===== src/rtl/instr_fetch.sv =====
// Instruction fetch unit: IDLE/FETCH/LOAD/EXEC sequencer that reads one program word
// per instruction and holds it for decode, with stall, conditional skip and jump redirect.
module instr_fetch #(
    parameter int unsigned AW = 13,
    parameter int unsigned IW = 8
) (
    input  logic          clk,
    input  logic          reset,
    output logic [AW-1:0] prog_addr,
    output logic          prog_rd,
    input  logic [IW-1:0] prog_data,
    output logic [IW-1:0] inst_reg,
    output logic          inst_valid,
    output logic [AW-1:0] counter,
    input  logic          stall,
    input  logic          skip,
    input  logic          jump,
    input  logic [AW-1:0] jump_addr
);

    typedef enum logic [1:0] {
        IDLE  = 2'd0,
        FETCH = 2'd1,
        LOAD  = 2'd2,
        EXEC  = 2'd3
    } state_t;

    state_t        state_q, state_d;
    logic [AW-1:0] pc_q, pc_d;
    logic          skip_pend_q, skip_pend_d;
    logic [IW-1:0] inst_q, inst_d;
    logic [AW-1:0] cnt_q, cnt_d;

    always_ff @(posedge clk or posedge reset) begin
        if (reset) begin
            state_q     <= IDLE;
            pc_q        <= '0;
            skip_pend_q <= 1'b0;
            inst_q      <= '0;
            cnt_q       <= '0;
        end else begin
            state_q     <= state_d;
            pc_q        <= pc_d;
            skip_pend_q <= skip_pend_d;
            inst_q      <= inst_d;
            cnt_q       <= cnt_d;
        end
    end

    always_comb begin
        state_d     = state_q;
        pc_d        = pc_q;
        skip_pend_d = skip_pend_q;
        inst_d      = inst_q;
        cnt_d       = cnt_q;
        case (state_q)
            IDLE:  state_d = FETCH;
            FETCH: state_d = LOAD;
            LOAD: begin
                pc_d = pc_q + AW'(1);
                // A pending skip swallows this word and refetches at the next address.
                if (skip_pend_q) begin
                    skip_pend_d = 1'b0;
                    state_d     = FETCH;
                end else begin
                    inst_d  = prog_data;
                    cnt_d   = pc_q;
                    state_d = EXEC;
                end
            end
            EXEC: begin
                if (!stall) begin
                    state_d = FETCH;
                    if (jump) begin
                        pc_d = jump_addr;
                    end else if (skip) begin
                        skip_pend_d = 1'b1;
                    end
                end
            end
            default: state_d = IDLE;
        endcase
    end

    // Outputs decode straight from registered state so reset clears them without a clock.
    assign prog_rd    = (state_q == FETCH);
    assign inst_valid = (state_q == EXEC);
    assign prog_addr  = pc_q;
    assign inst_reg   = inst_q;
    assign counter    = cnt_q;

endmodule


===== config.mk =====
export PLATFORM = sky130hd
export DESIGN_NAME = instr_fetch
export DESIGN_NICKNAME = d
export VERILOG_FILES = /design/src/rtl/instr_fetch.sv
export SDC_FILE = /design/constraint.sdc
export NUM_CORES = 1
export LEC_CHECK = 0
export CAP_MARGIN = 20
export CELL_PAD_IN_SITES_DETAIL_PLACEMENT = 1
export CELL_PAD_IN_SITES_GLOBAL_PLACEMENT = 2
export CORE_AREA = 3 3 85 87
export DETAILED_ROUTE_END_ITERATION = 8
export DIE_AREA = 0 0 88 90
export PLACE_DENSITY = 0.89
export SYNTH_ARGS = -nofsm -noshare
export SYNTH_HDL_FRONTEND = slang
export SYNTH_SLANG_ARGS = --single-unit

===== constraint.sdc =====
create_clock -name clk -period 1.9 [get_ports clk]
set_input_delay 0.57 -clock clk [delete_from_list [all_inputs] [get_ports clk]]
set_output_delay 0.57 -clock clk [all_outputs]
set_load 0.03 [all_outputs]

Yosys cells after proc, flatten, opt, wreduce, memory -nomap -nowiden. Cells that the tools add are included.

Bitwise logic cells: 1. Eq/ne operators: 7. Mux-type cells: 10. Reductions and logical operators: 5. $add $sub $neg: 1.

Operators with widths (number): $mux W13 (2); $pmux W13 S2 (1); $add A13 B1 Y13 const B (1); $pmux W2 S4 (1); $eq A2 B2 Y1 const B (2); $mux W2 (2); $ne A2 B1 Y1 const B (2); $ne A2 B2 Y1 const B (2); $reduce_and A4 Y1 (1); $mux W1 (3); $reduce_and A3 Y1 (1); $eq A2 B1 Y1 const B (1); $logic_not A2 Y1 (1); $pmux W1 S2 (1); $reduce_and A2 Y1 (1); $reduce_bool A2 Y1 (1); $not A1 Y1 (1).

Word-level logic and storage cells: 29. Output and inout bits: 36. Bits of input ports: 26. Register bits: 37.

Longest topological paths before layout.
Depth in word-level cells: 4. Gate-level depth with buffers: 7. Depth with buffers taken out: 6.

Worst setup path before layout. Ideal clock, no wire load.

Path kind: register to register. Start: register state_q[0]. End: register pc_q[5] (netlist: prog_addr[5]). Setup slack: 228 ps. Path buffers: 2. Clock period less this slack: 1672 ps. Stages on the path, launching flop included: 8. Required time: 1822 ps. Library setup time: 78 ps. Arrival: 1595 ps. Path through: dfrtp_1 -> ha_1 -> buf_4 -> nand3b_2 -> o21ai_2 -> buf_4 -> a21oi_1 -> a21oi_1.

Word-level cells in the longest chain between the ends: 3. Elaborated cells on any way between the ends: 7. Those cells by class: eq/ne (4); mux (1); reduce/logical (2).

RTL lines: start, declared (line 28) `state_t state_q, state_d;`; start signal, assigned (line 42) `state_q <= state_d;`; $eq A2 B2 Y1 *; net inst_valid (line 13) `output logic inst_valid,`; $ne A2 B1 Y1 (no line) (tied with other cells); $reduce_and A3 Y1 (no line); end signal, assigned (line 43) `pc_q <= pc_d;`; end, declared (line 29) `logic [AW-1:0] pc_q, pc_d;`.

The timed path passes the listed nets; every way through them passes the cells marked *. A chain may end at the register's enable or synchronous reset.

Worst setup path in the final report.
Start: register state_q[0]. End: output port inst_valid.

Word-level cells in the longest chain between the ends: 1.

RTL lines: $eq A2 B2 Y1 (line 87) `assign inst_valid = (state_q == EXEC);`; end, declared (line 13).

No other way between the ends.

==> flow_summary.yaml <==
run_status:
  run_status: "finished, final reports clean"
sta:
  holdWs_ns: 0.482
  final.setup.worst_slack_ns: 0.0917
  fin_crit_ns: 1.81
  report.final.slew_viol_count: 0
  part_of_the_cycle_the_worst_path_needs_pct: 95.2
  max_clock_freq_ghz: 0.553
  timing_hold_violations_final: 0
  final_setup_violating_endpoints: 0
  clock-skew-final_ns: 0.00433
  maxSlewHeadroom_pct: 78.0
  setup_repair_after_global_routing_missed_its_margin: "no"
  max_slew.worst_pin.slew_ns: 0.330
clocking:
  post-cts-setup-buffers: 0
  clk_pin_slew_worst_paths_ns: 0.08
  num_cts_buffers: 5
  clockRootBuffer: "sky130_fd_sc_hd__clkbuf_8"
  clkSinkCount: 37
  max-clock-path-buffers: 2
  tritoncts: "done"
  clock_insertion_delay_worst_skew_ns: 0.29
  ctsHtreeMaxLevel: 2
cells_and_area:
  antenna_cells_inserted: 0
  multi_input_comb_area_um2: 843
  fillerInstances: 702
  drive_above_1_share_pct: 18.6
  layout.core_utilization_pct: 43.3
  layout.nets: 272
  stdcell_area_um2: 2780
  seqCellArea_um2: 926
  area.growth.synth_to_final_pct: 52.2
critical_path:
  max_stage_delay_ns: 0.48
  worst_setup_path_end_kind: "output port"
  critPathArrivalTime_ns: 1.24
  critical_path_class: "reg2out"
  crit_path_top_delay_cell: "sky130_fd_sc_hd__dfrtp_1"
  critical_path.max_fanout: 12
  critPathLaunchType: "register"
  crit_chain: "ha_4 -> buf_4"
  req_time_crit_path_ns: 1.33
synthesis:
  synth_most_common_cell: "sky130_fd_sc_hd__dfrtp_1"
  synthCells: 158
  top_cells_by_instance_count_after_synthesis: "sky130_fd_sc_hd__dfrtp_1, sky130_fd_sc_hd__mux2_1, sky130_fd_sc_hd__a21oi_1"
  postSynth.asyncResetShare_pct: 100
  synth.largest_area_cell: "sky130_fd_sc_hd__dfrtp_1"
  synth_area_um2: 1830
  yosysWarningCount: 0
  synth.avg_cell_area_um2: 11.6
  number_of_flops_mapped_to_enable_cells_by_yosys: 0
  synth_seq_cells: 37
  ys.flop_type: "sky130_fd_sc_hd__dfrtp_1"
  synth.top_cell.area_share_pct: 50.6
  ys_seq_area_share_pct: 50.6
  synth_area_leaders: "sky130_fd_sc_hd__dfrtp_1, sky130_fd_sc_hd__mux2_1, sky130_fd_sc_hd__ha_1"
  mappedNetlistNets: 189
  post_synth_num_cell_types: 40
drt:
  drt_iter0_markers: 73
  wire_per_inst_um: 16.3
  drc_violations_left: 0
  routed_vias: 1566
  detail_route.first_pass.iterations: 4
  wirelength_um: 5200
  route.detailed.vias_per_inst: 4.91
  ant_nets: 0
grt:
  grt_start_max_net_pins: 38
  grtUsageTotal_pct: 13.8
  grt.overflow.total: 0
  grt_pass1_wl_um: 8470
  antenna_found_initial: 0
  vias_in_the_first_global_route: 1709
floorplanning:
  fp.dieW_um: 88
  core.rowCount: 29
  die-area_um2: 7920
  floorplan.core_area_um2: 6420
  floorplan.die.height_um: 90
  initial_core_util_pct: 28.5
  ios: 62
power_and_ir_drop:
  power_uw: 4830
  irDropWorstVdd_mv: 0.708
  power-per-cell-area_nw_per_um2: 1740
  total_leakage_power_uw: 0.00131
placed_design:
  detailed_place_hpwl_um: 3900
  port-buffer-count: 61
  place_congestion: 0.825
  pre_cts_slack_ns: -0.0767
  placedInstanceArea_um2: 2680
min_path:
  min-delay-path-class: "reg2reg"
job:
  drv.max_cap_violation_count: 0
[report_power, final]
part           internal [uW]  switching [uW]  total [uW]
combinational           1180            1720        2900
clock                    253             292         546
sequential              1170             220        1390
total                   2600            2230        4830
[path summary, 6_finish.rpt]
kind                        startpoint            to  slack [ns]  cells past startpoint
max in group asynchronous        reset  prog_addr[6]        1.07                      3
min reg2reg                counter[11]   counter[11]        0.48                      1
max                         state_q[0]    inst_valid        0.09                      2
min                        counter[11]   counter[11]        0.48                      1
min in group asynchronous        reset   inst_reg[3]        0.63                      3
max reg2reg                 state_q[0]    counter[8]        0.18                      6
[cells in the final DEF (no fill, tap or decap), types with 2 or more instances in the layout]
cell type,synthesis,final
sky130_fd_sc_hd__buf_12,0,2
sky130_fd_sc_hd__o21ai_0,5,5
sky130_fd_sc_hd__o21ai_1,5,5
sky130_fd_sc_hd__nor2_1,8,7
sky130_fd_sc_hd__buf_4,4,22
sky130_fd_sc_hd__dfrtp_1,37,37
sky130_fd_sc_hd__inv_1,6,6
sky130_fd_sc_hd__dlymetal6s2s_1,0,13
sky130_fd_sc_hd__a22o_1,2,2
sky130_fd_sc_hd__inv_2,2,2
sky130_fd_sc_hd__a21oi_1,10,10
sky130_fd_sc_hd__mux2i_1,5,5
sky130_fd_sc_hd__mux2_1,22,22
sky130_fd_sc_hd__nor4_1,2,2
sky130_fd_sc_hd__nand3_1,6,6
sky130_fd_sc_hd__clkbuf_8,0,5
sky130_fd_sc_hd__o22ai_1,3,3
sky130_fd_sc_hd__nand2_1,7,7
sky130_fd_sc_hd__dlygate4sd2_1,0,21
sky130_fd_sc_hd__nor2_2,1,2
sky130_fd_sc_hd__and3_1,3,3
sky130_fd_sc_hd__clkdlybuf4s50_1,0,25
sky130_fd_sc_hd__o21a_1,2,2
sky130_fd_sc_hd__clkinv_2,0,2
sky130_fd_sc_hd__ha_1,5,4
[stage by stage]
| step | setup TNS (ns) | instances |
|---|---|---|
| CTS | 0 | 319 |
| finish | 0 | 319 |
| detailed placement | -0.383 | 311 |
| global route | 0 | 319 |
| global placement | -0.0498 | 311 |
| floorplan | 0 | 158 |
[per-layer routing]
metal,track usage [%],vias to the layer above,wire length (um)
li1,-,738,-
met1,17.1,779,2260
met2,23.1,44,2610
met3,3.56,5,276
met4,4.22,0,52
met5,0,-,0
[cell type report]
cell class	count	share of cell area [%]
inverters	8	1.08
well taps	77	3.46
repair buffers	83	28.8
clock inverters	3	0.629
multi-input cells	106	30.3
flip-flops and latches	37	33.3
clock buffers	5	2.47
[worst max-delay path: cells and delay by family (launching register included)]
kind	cells	cell delay, ns
flip-flops	1	0.48
adder cells (fa/ha/maj)	1	0.28
buffers and inverters	1	0.19
[cell families after synthesis]
kind of cell | after synthesis | synth area share (%)
DFF | 37 | 50.6
xor gates and xnor gates | 1 | 0.479
AOI/OAI and AO/OA | 38 | 13.7
and+or+nand+nor | 35 | 11.4
buffers and inverters | 15 | 4.10
adders and majority gates | 5 | 3.42
muxes | 27 | 16.3
[repair_timing]
item,4_1_cts,5_1_grt
resized for setup,23,13
endpoints found under the setup margin,22,13
hold buffers,0,0
No activity file was read; power rests on OpenSTA's default activity.
